**src/rtl/dx_rosc_ctrl.sv**
```systemverilog
// dx_rosc_ctrl: ring-oscillator TRNG sequencer (warm-up, paced sampling into words, stuck monitor).
// Words leave over valid/ready; sampling pauses while a finished word waits in HOLD.
module dx_rosc_ctrl #(
  parameter int DATA_W    = 32,
  parameter int WARMUP    = 256,
  parameter int STUCK_LIM = 32
) (
  input  logic              rng_clk,
  input  logic              rst_n,
  input  logic              start,
  input  logic              stop,
  input  logic [1:0]        cfg_sel,
  input  logic              cfg_auto_rot,
  input  logic [7:0]        cfg_sample_div,
  input  logic              scanmode,
  input  logic              rnd_src,
  output logic              rnd_src_en,
  output logic [1:0]        rnd_src_sel,
  output logic [DATA_W-1:0] data_out,
  output logic              data_valid,
  input  logic              data_ready,
  output logic              busy,
  output logic              stuck_err
);

  typedef enum logic [1:0] {S_IDLE, S_WARMUP, S_COLLECT, S_HOLD} state_e;

  state_e              state_q, state_d;
  logic                meta_q, s_q;
  logic                en_q, en_d;
  logic [1:0]          sel_q, sel_d;
  logic [DATA_W-1:0]   word_q, word_d, word_nx;
  logic [DATA_W-1:0]   dout_q, dout_d;
  logic                vld_q, vld_d;
  logic                stuck_q, stuck_d;
  logic [15:0]         warm_q, warm_d;
  logic [7:0]          div_q, div_d;
  logic [7:0]          run_q, run_d, run_nx;
  logic [6:0]          bit_q, bit_d;
  logic                prev_q, prev_d;

  // run_q == 0 means no previous sample exists yet, so the first sample opens a run of 1.
  always_comb begin
    word_nx = {word_q[DATA_W-2:0], s_q};
    run_nx  = (run_q != 8'd0 && s_q == prev_q) ? run_q + 8'd1 : 8'd1;
  end

  always_comb begin
    state_d = state_q;
    en_d    = en_q;
    sel_d   = sel_q;
    word_d  = word_q;
    dout_d  = dout_q;
    vld_d   = vld_q;
    stuck_d = stuck_q;
    warm_d  = warm_q;
    div_d   = div_q;
    run_d   = run_q;
    bit_d   = bit_q;
    prev_d  = prev_q;
    case (state_q)
      S_IDLE: begin
        en_d = 1'b0;
        if (start && !stop && !scanmode) begin
          sel_d   = cfg_sel;
          en_d    = 1'b1;
          stuck_d = 1'b0;
          run_d   = 8'd0;
          warm_d  = 16'd0;
          state_d = S_WARMUP;
        end
      end
      S_WARMUP: begin
        if (warm_q == 16'(WARMUP - 1)) begin
          div_d   = 8'd0;
          bit_d   = 7'd0;
          state_d = S_COLLECT;
        end else begin
          warm_d = warm_q + 16'd1;
        end
      end
      S_COLLECT: begin
        // >= lets a lowered cfg_sample_div wrap at once instead of running up to 255.
        if (div_q >= cfg_sample_div) begin
          div_d  = 8'd0;
          prev_d = s_q;
          if (run_nx == 8'(STUCK_LIM)) begin
            stuck_d = 1'b1;
            run_d   = 8'd0;
            word_d  = '0;
            bit_d   = 7'd0;
            if (cfg_auto_rot) begin
              sel_d   = sel_q + 2'd1;
              warm_d  = 16'd0;
              state_d = S_WARMUP;
            end else begin
              en_d    = 1'b0;
              state_d = S_IDLE;
            end
          end else begin
            run_d  = run_nx;
            word_d = word_nx;
            if (bit_q == 7'(DATA_W - 1)) begin
              dout_d  = word_nx;
              vld_d   = 1'b1;
              state_d = S_HOLD;
            end else begin
              bit_d = bit_q + 7'd1;
            end
          end
        end else begin
          div_d = div_q + 8'd1;
        end
      end
      S_HOLD: begin
        if (vld_q && data_ready) begin
          vld_d   = 1'b0;
          div_d   = 8'd0;
          bit_d   = 7'd0;
          state_d = S_COLLECT;
        end
      end
      default: state_d = S_IDLE;
    endcase
    if (stop || scanmode) begin
      state_d = S_IDLE;
      en_d    = 1'b0;
      vld_d   = 1'b0;
    end
  end

  always_ff @(posedge rng_clk or negedge rst_n) begin
    if (!rst_n) begin
      state_q <= S_IDLE;
      meta_q  <= 1'b0;
      s_q     <= 1'b0;
      en_q    <= 1'b0;
      sel_q   <= 2'd0;
      word_q  <= '0;
      dout_q  <= '0;
      vld_q   <= 1'b0;
      stuck_q <= 1'b0;
      warm_q  <= 16'd0;
      div_q   <= 8'd0;
      run_q   <= 8'd0;
      bit_q   <= 7'd0;
      prev_q  <= 1'b0;
    end else begin
      state_q <= state_d;
      meta_q  <= rnd_src;
      s_q     <= meta_q;
      en_q    <= en_d;
      sel_q   <= sel_d;
      word_q  <= word_d;
      dout_q  <= dout_d;
      vld_q   <= vld_d;
      stuck_q <= stuck_d;
      warm_q  <= warm_d;
      div_q   <= div_d;
      run_q   <= run_d;
      bit_q   <= bit_d;
      prev_q  <= prev_d;
    end
  end

  assign rnd_src_en  = en_q & ~scanmode;
  assign rnd_src_sel = sel_q;
  assign data_out    = dout_q;
  assign data_valid  = vld_q;
  assign busy        = (state_q != S_IDLE);
  assign stuck_err   = stuck_q;

endmodule

```
**config.mk**
```make
export PLATFORM = sky130hd
export DESIGN_NAME = dx_rosc_ctrl
export DESIGN_NICKNAME = d
export VERILOG_FILES = /design/src/rtl/dx_rosc_ctrl.sv
export SDC_FILE = /design/constraint.sdc
export NUM_CORES = 1
export LEC_CHECK = 0
export BUFFER_PORTS_ARGS = -buffer_cell sky130_fd_sc_hd__buf_2
export CORE_ASPECT_RATIO = 0.7
export CORE_MARGIN = 4
export CORE_UTILIZATION = 60
export CTS_CLUSTER_SIZE = 8
export DETAILED_ROUTE_END_ITERATION = 10
export GPL_TIMING_DRIVEN = 0
export PLACE_DENSITY = 0.87
export REMOVE_ABC_BUFFERS = 1
export SETUP_SLACK_MARGIN = 0.15
export SLEW_MARGIN = 10
export SYNTH_ARGS = -nofsm -noshare
export SYNTH_HDL_FRONTEND = slang
export SYNTH_SLANG_ARGS = --single-unit
```
**constraint.sdc**
```tcl
create_clock -name rng_clk -period 3.7 [get_ports rng_clk]
set_input_delay 0.37 -clock rng_clk [delete_from_list [all_inputs] [get_ports rng_clk]]
set_output_delay 0.37 -clock rng_clk [all_outputs]
set_load 0.05 [all_outputs]
```
; ---- Yosys cells after proc, flatten, opt, wreduce, memory -nomap -nowiden
; Cells that the tools add are included.
; W data, S select, Z words.
[totals]
regBits = 112
input_bits = 18
elab_cells = 125
[op_classes]
add_sub_neg = 5
order_cmp = 1
eq_ne = 24
mux = 52
bitwise = 3
n_reduce_logical = 26
[ops]
columns = op, n
row1 = $mux W16, 5
row2 = $mux W8, 7
row3 = $pmux W16 S3, 1
row4 = $mux W7, 5
row5 = $mux W31, 1
row6 = $ne A3 B3 Y1 const B, 9
row7 = $pmux W8 S3, 1
row8 = $mux W2, 11
row9 = $pmux W7 S3, 1
row10 = $reduce_and A5 Y1, 4
row11 = $add A16 B1 Y16 const B, 1
row12 = $add A8 B1 Y8 const B, 2
row13 = $eq A16 B8 Y1 const B, 1
row14 = $pmux W8 S2, 1
row15 = $mux W1, 14
row16 = $ne A2 B2 Y1 const B, 7
row17 = $reduce_and A4 Y1, 3
row18 = $reduce_bool A3 Y1, 4
row19 = $eq A8 B6 Y1 const B, 1
row20 = $ge A8 B8 Y1, 1
row21 = $pmux W2 S4, 1
row22 = $reduce_bool A8 Y1, 1
row23 = $add A7 B1 Y7 const B, 1
row24 = $eq A7 B5 Y1 const B, 1
row25 = other kinds (17), 27

; ---- Longest topological paths before layout
; Gate-level depths: netlist of the first run.
[depth]
word_depth = 8
depth_mapped = 10
depth_no_buf = 8

; ---- Worst setup path before layout of the first run
; No wires, ideal clock.
[synth_path]
kind = register to register
start = reg div_q[0]
end = reg sel_q[1] (netlist: rnd_src_sel[1])
setup_time_ns = 0.139
arrival_ns = 2.227
required_ns = 3.561
setup_slack_ns = 1.334
stages_incl_launch_ff = 11
n_path_buf = 2
path_cell_list = dfrtp_1 -> inv_1 -> ha_1 -> nand2b_1 -> a21oi_1 -> or4_1 -> and3_1 -> clkbuf_2 -> buf_2 -> a2111oi_2 -> o32ai_1
[synth_between]
elab_chain_len = 3
[synth_rtl]
columns = item, line_no
row1 = start: declaration, 37  ; logic [7:0] div_q, div_d;
row2 = start signal: assignment, 159  ; div_q <= div_d;
row3 = $ge A8 B8 Y1, 84  ; if (div_q >= cfg_sample_div) begin
row4 = $ne A2 B2 Y1 (no source line), -
row5 = $reduce_and A5 Y1 (no source line), -
row6 = end signal: assignment, 153  ; sel_q <= sel_d;
row7 = end: declaration, 31  ; logic [1:0] sel_q, sel_d;
; Every way passes these cells.
; A chain may end at the register's enable or synchronous reset.

; ---- Worst setup path after layout of the first run
[layout_path]
start = reg run_q[0]
end = reg dout_q[24] (netlist: data_out[24])
[layout_between]
elab_chain_len = 6
elab_cells_between_ends = 7
[layout_rtl]
columns = item, line_no
row1 = start: declaration, 38  ; logic [7:0] run_q, run_d, run_nx;
row2 = start signal: assignment, 160  ; run_q <= run_d;
row3 = "parallel branches: the longest is 2 deep, another holds $add A8 B1 Y8", -
row4 = $mux W8 *, 45  ; run_nx = (run_q != 8'd0 && s_q == prev_q) ? run_q + 8'd1 : 8'd1;
row5 = $eq A8 B6 Y1 *, 87  ; if (run_nx == 8'(STUCK_LIM)) begin
row6 = $not A1 Y1 (no source line) *, -
row7 = $reduce_and A4 Y1 (no source line) *, -
row8 = end signal: assignment, 155  ; dout_q <= dout_d;
row9 = end: declaration, 33  ; logic [DATA_W-1:0] dout_q, dout_d;
; Every way passes the cells marked *.

==> reports/metrics.yaml, run 1 <==
total_power_w: 0.00240
syn2layout_area_growth_pct: 12.7
synth_area_leaders: "dfrtp_1 (52%), mux2_2 (6.5%), a22o_1 (5.0%), ha_1 (3.0%), nand2_1 (2.4%)"
final_cell_mix: "dfrtp_1 (112), buf_2 (54), nand2_1 (35)"
synth_cell_type_count: 65
stdcell_count: 664
syn_area_per_cell_um2: 10.9
grt_start_max_net_pins: 83
yosys.area.top_type_share: 0.519
routed_wl_um: 11400
antenna_found_initial: 0
n_fill_cell: 653
yosysTopAreaCell: "dfrtp_1"
cts_inserted_buffers: 9
io_buffers: 55
fin_crit_sh: 0.862
crit_arrival_ps: 3420
synth-warning-count: 0
path_clk_slew_ps: 70
vias: 4180
place_hpwl_um: 7580
insertedDiodeCount: 0
grt_util_all_layers: 0.229
cellLeakagePower_nw: 3.00
synthesis.area_um2: 5400
grt_overflow_total: 0
final_common_cell: "dfrtp_1"
dieWidth_um: 121
required_ps: 3930
dr.pass1.iters: 5
setup_viol: 0
grt_pass1_vias: 3952
worst_hold_path_type: "input pin to flop"
hold_viol: 0
drc_errors: 0
crit_type: "flop to flop"
start_util: 0.627
htree_levels: 3
fmax_ghz: 0.314
clk_latency_ps: 350
endpoint_kind: "flop"
vdd_drop_max_v: 0.000249
grt_setup_unrepaired: "false"
drv_cap: 0
clock_path_buffers: 2
crit_fanout: 32
clock_sinks: 112
cts_tree: "built"
powerDensity_nw_per_um2: 394
dieHeight_um: 87.4
postRouteAntennaNets: 0
multi_input_area_um2: 2420
async_flop_share: 1.00
tightest_slew_ps: 1170
ys_seq_area_frac: 0.519
ys.flop_type: "dfrtp_1"
status: "finished clean"
place_congestion: 0.817
seqCellArea_um2: 2800
nets: 570
dp_cells: 647
io-pin-count: 56
relSlewSlack: 0.217
drt-initial-drc-count: 350
grt_pass1_wl_um: 19300
ys_seq_elements: 112
postSynthCellCount: 495
start_kind: "flop"
wl_per_cell_um: 17.1
coreArea_um2: 8620
synth_edf_count: 0
cts-root-buf: "clkbuf_16"
skew_ps: 6.01
cts_setup_buffers: 0
layout-drive-gt1-share: 0.219
viasPerCell: 6.30
fin_setup_tns_ps: 0
drv_slew: 0
period_minus_slack_ps: 3190
dieArea_um2: 10600
fp-row-count: 28
-- cell families (layout without fill, tap and decap cells) --
family | count (synthesis) | in the layout | share of synthesized area
simple gates | 161 | 161 | 0.160
compound gates | 122 | 122 | 0.172
flops | 112 | 112 | 0.519
buf+inv | 46 | 95 | 0.0375
mux | 35 | 35 | 0.0725
fa+ha+maj | 13 | 13 | 0.0301
xor+xnor | 6 | 6 | 0.00972
-- per-layer routing --
metal,up-vias,global-route usage,part of all wire
li1,1948,-,-
met4,0,0.0610,0.011
met2,121,0.361,0.49
met5,-,0,0
met3,14,0.0526,0.044
met1,2097,0.322,0.45
-- where the power goes --
part / internal (W) / switching (W) / leakage, nW
registers: 0.00124 / 0.0000265 / 1.53
clock network: 0.000550 / 0.000442 / 0.148
logic: 0.0000452 / 0.0000953 / 1.32
total: 0.00184 / 0.000564 / 3.00
-- synthesized netlist by cell type, drive strengths merged, types with 5 or more instances --
cell type and n:
ha 13, nor4 7, clkbuf 10, nor2 24, nor3 18, a21oi 17, mux2 33, a211o 6
a32o 7, dfrtp 112, nand4 10, a22o 31, a31oi 8, inv 21, o21ai 18, nand3 24
buf 15, nand2 35, or4 5, and3 12
-- cell type report --
class	instances	share of cell area
flip-flops and latches	112	0.460
multi-input cells	337	0.397
repair buffers	58	0.0548
clock buffers	11	0.0399
well taps	120	0.0247
inverters	21	0.0129
clock inverters	5	0.0103
-- per-stage QoR --
step / instance area [um^2] / utilization / hold WS (ps) / setup slack [ps]
floorplan: 5280 / - / 74.4 / 619
global placement: 5710 / 0.662 / 336 / -181
detailed placement: 5770 / 0.669 / 266 / 286
CTS: 6080 / 0.706 / 132 / 228
global route: 6090 / 0.707 / 123 / 285
finish: 6090 / 0.707 / 139 / 512
-- critical path: stages (launching register included) --
cell	delay, ps
dfrtp_1	480
inv_1	90
ha_1	140
nor4b_1	290
a21boi_1	250
a311oi_2	350
nand3_2	480
nand3_4	550
mux2_2	410
-- timing repair --
item	in CTS	in global routing
hold buffers	1	0
resized for setup	0	1
endpoints found under the setup margin	0	32
endpoints found under the hold margin	30	0
-- final timing paths --
kind                       depth (start not counted)      from      endpoint  slack, ps
min in group asynchronous                          2     rst_n      div_q[3]        460
max                                                8  run_q[0]  data_out[24]        510
max reg2reg                                        8  run_q[0]  data_out[24]        510
min reg2reg                                        0    meta_q           s_q        350
max in group asynchronous                          3     rst_n   data_out[4]       2550
min                                                1   rnd_src        meta_q        140
-- flip-flops by register name (all words and copies together), names as in the netlist --
signal       flops
data_out        32
word_q          31
warm_q          16
div_q            8
run_q            8
bit_q            7
rnd_src_sel      2
state_q          2
data_valid       1
en_q             1
meta_q           1
prev_q           1
s_q              1
stuck_err        1
No activity file was read; power rests on OpenSTA's default activity.
==> inputs of run 2 (changes only) <==
- ABC_AREA: not set -> 1
- CTS_CLUSTER_SIZE: 8 -> not set
==> run 2 against run 1 <==
Clock power hardly changed. Fmax is 0.67% higher. Worst hold slack worse by 25 ps. Critical path depth is 1 higher. Die area is 7.3% higher. Global-route usage is 0.26 points higher. Critical path type unchanged. Critical endpoint is now data_out[20].
==> reports/metrics.yaml, run 2 <==
status: "finished clean"  # unchanged
dieWidth_um: 126  # was 121 um
endpoint_kind: "flop"  # unchanged
drt-initial-drc-count: 404  # was 350
crit_arrival_ps: 3450  # was 3420 ps
design_area_um2: 6470  # was 6090 um^2
ys_seq_area_frac: 0.481  # was 0.519
p_int_w: 0.00203  # was 0.00184 W
antenna_found_initial: 0  # unchanged
swShare: 0.293  # was 0.235
clock_sinks: 112  # unchanged
worstPathCellList: "ha_1 > nand2_1 > nor2_1 > nand4_1 > nand3_1 > nand2_1 > nor2_4 > nand2_1 > nand2_1"  # was inv_1 > ha_1 > nor4b_1 > a21boi_1 > a311oi_2 > nand3_2 > nand3_4 > mux2_2
required_ps: 3990  # was 3930 ps
yosysMostFrequentCell: "nand2_1"  # was dfrtp_1
synth_cell_type_count: 40  # was 65
cellLeakagePower_nw: 3.31  # was 3.00 nW
yosysTopAreaCell: "dfrtp_1"  # unchanged
drv_cap: 0  # unchanged
syn_area_per_cell_um2: 8.46  # was 10.9 um^2
worst_hold_path_type: "input pin to flop"  # unchanged
cts_tree: "built"  # unchanged
postSynthCellCount: 689  # was 495
synth-warning-count: 0  # unchanged
io_buffers: 55  # unchanged
grt_util_all_layers: 0.231  # was 0.229
critPathMostFrequentCell: "nand2_1"
relSlewSlack: 0.295  # was 0.217
vdd_drop_max_v: 0.000303  # was 0.000249 V
grt_pass1_vias: 4503  # was 3952
fmax_ghz: 0.316  # was 0.314 GHz
start_util: 0.630  # was 0.627
insertedDiodeCount: 0  # unchanged
worstHoldStart: "rnd_src"  # unchanged
r2r_start: "div_q[7]"  # was run_q[0]
powerDensity_nw_per_um2: 443  # was 394 nW/um^2
clock_path_buffers: 2  # unchanged
slowest_delay_ps: 740  # was 550 ps
dpl_worst_slack_ps: 400  # was 286 ps
p_switching_w: 0.000839  # was 0.000564 W
comb_power_share: 0.145  # was 0.058
crit_fanout: 33  # was 32
drc_errors: 0  # unchanged
path_clk_slew_ps: 80  # was 70 ps
routed_wl_um: 12900  # was 11400 um
layout-drive-gt1-share: 0.182  # was 0.219
cts_setup_buffers: 0  # unchanged
nets: 764  # was 570
seq_power_share: 0.500  # was 0.528
clk_latency_ps: 360  # was 350 ps
fin_crit_sh: 0.856  # was 0.862
final_cell_mix: "nand2_1 (177), dfrtp_1 (112), inv_1 (71)"  # was dfrtp_1 (112), buf_2 (54), nand2_1 (35)
postRouteAntennaNets: 0  # unchanged
skew_ps: 11.1  # was 6.01 ps
period_minus_slack_ps: 3170  # was 3190 ps
final_common_cell: "nand2_1"  # was dfrtp_1
holdWs_ps: 113  # was 139 ps
fp-row-count: 29  # was 28
dr.pass1.iters: 6  # was 5
grt_overflow_total: 0  # unchanged
seqCellArea_um2: 2800  # unchanged
viasPerCell: 5.61  # was 6.30
placed_area_um2: 6130  # was 5770 um^2
n_fill_cell: 663  # was 653
drv_slew: 0  # unchanged
dieHeight_um: 90.5  # was 87.4 um
grt_pass1_wl_um: 21700  # was 19300 um
startpoint: "div_q[7]"  # was run_q[0]
fin_setup_tns_ps: 0  # unchanged
htree_levels: 3  # unchanged
total_power_w: 0.00287  # was 0.00240 W
vias: 4840  # was 4180
place_congestion: 0.928  # was 0.817
tightest_slew_ps: 1050  # was 1170 ps
start_kind: "flop"  # unchanged
met2_usage: 0.375  # was 0.361
synthesis.area_um2: 5830  # was 5400 um^2
setup_viol: 0  # unchanged
fin_ws_ps: 534  # was 512 ps
ys.flop_type: "dfrtp_1"  # unchanged
use_met3: 0.0550  # was 0.0526
ys_seq_elements: 112  # unchanged
largest_reg_flops: 32  # unchanged
grt.busiest_layer: "met2"  # unchanged
coreArea_um2: 9250  # was 8620 um^2
syn2layout_area_growth_pct: 10.9  # was 12.7%
gr-usage-met1: 0.314  # was 0.322
clkPwrFrac: 0.355  # was 0.413
dieArea_um2: 11400  # was 10600 um^2
crit_type: "flop to flop"  # unchanged
io-pin-count: 56  # unchanged
hold_viol: 0  # unchanged
ys_top_cells_by_count: "nand2_1 (177), dfrtp_1 (112), inv_1 (72)"  # was dfrtp_1 (112), nand2_1 (35), a22o_1 (31), mux2_2 (31), nor2_1 (23)
wl_per_cell_um: 15.0  # was 17.1 um
grt_setup_unrepaired: "false"  # unchanged
grt_start_max_net_pins: 74  # was 83
multi_input_area_um2: 2570  # was 2420 um^2
cts_inserted_buffers: 9  # unchanged
cts-root-buf: "clkbuf_16"  # unchanged
crit_slowest_cell: "nor2_4"  # was nand3_4
synth_area_leaders: "dfrtp_1 (48%), nand2_1 (11%), o21ai_0 (5.7%), inv_1 (4.6%), nand3_1 (4.5%)"  # was dfrtp_1 (52%), mux2_2 (6.5%), a22o_1 (5.0%), ha_1 (3.0%), nand2_1 (2.4%)
place_hpwl_um: 8710  # was 7580 um
synth_edf_count: 0  # unchanged
async_flop_share: 1.00  # unchanged
yosys.area.top_type_share: 0.481  # was 0.519
==> run 2: changes by cell type in the layout (fill, tap and decap cells not counted), sizes merged, moves of 12 or more <==
| cell | previous run | this run |
|---|---|---|
| nor2 | 24 | 46 |
| a22o | 31 | 0 |
| nand3 | 24 | 56 |
| o31ai | 4 | 16 |
| o21ai | 18 | 91 |
| nand2 | 35 | 191 |
| mux2 | 33 | 0 |
| inv | 23 | 76 |
| and3 | 12 | 0 |
==> run 2: layout make-up <==
type | instances | share of cell area
Clock buffer | 10 | 0.0370
Inverter | 76 | 0.0453
Sequential cell | 112 | 0.433
Tap cell | 124 | 0.0240
Timing Repair inverter | 1 | 0.00116
Multi-Input combinational cell | 476 | 0.398
Timing Repair Buffer | 57 | 0.0493
Clock inverter | 6 | 0.0118
==> run 2: per-layer routing <==
metal | share of wire | vias to the layer above
met5 | 0 | -
met4 | 0.011 | 0
met3 | 0.057 | 16
met2 | 0.49 | 171
met1 | 0.44 | 2308
li1 | - | 2345
==> run 2: power by group through the flow <==
| stage | sequential [W] | combinational, W | clock [W] |
|---|---|---|---|
| after floorplan | 0.00147 | 0.000261 | 0 |
| after global placement | 0.00145 | 0.000385 | 0 |
| after detailed placement | 0.00145 | 0.000412 | 0 |
| after CTS | 0.00143 | 0.000418 | 0.00102 |
| after global routing | 0.00145 | 0.000468 | 0.00107 |
| final | 0.00143 | 0.000416 | 0.00102 |
==> run 2: repair_timing <==
action / in CTS / in global routing
hold buffers: 1 / 0
hold endpoints to repair: 39 / 0
resized for setup: 0 / 2
endpoints found under the setup margin: 0 / 24
==> run 2: path summary, 6_finish.rpt <==
| check | cells after the start | slack [ps] | endpoint |
|---|---|---|---|
| setup / recovery | 9 | 530 | data_out[20] |
| hold / removal | 1 | 110 | meta_q |
| setup reg to reg | 9 | 530 | data_out[20] |
| hold reg to reg | 0 | 350 | s_q |
| max in group asynchronous | 3 | 2530 | warm_q[14] |
| min in group asynchronous | 2 | 480 | div_q[0] |
==> run 2: through the flow <==
step                      std cells   util
final                           862  0.699
after global routing            862  0.699
after CTS                       861  0.698
after detailed placement        844  0.662
after global placement          843  0.659
after floorplan                 664      -
==> run 2: critical path: cells and delay by family, from the launching register on <==
kind	cells	cell delay, ps
fa+ha+maj	1	310
flops	1	410
simple gates	8	2350
==> run 2: cell families (layout without fill, tap and decap cells) <==
family          count (synthesis)  after routing  synth area share
flops                         112            112             0.481
compound gates                119            119             0.128
buf+inv                       101            150            0.0781
fa+ha+maj                      13             13            0.0279
xor+xnor                       16             16            0.0240
simple gates                  328            328             0.261
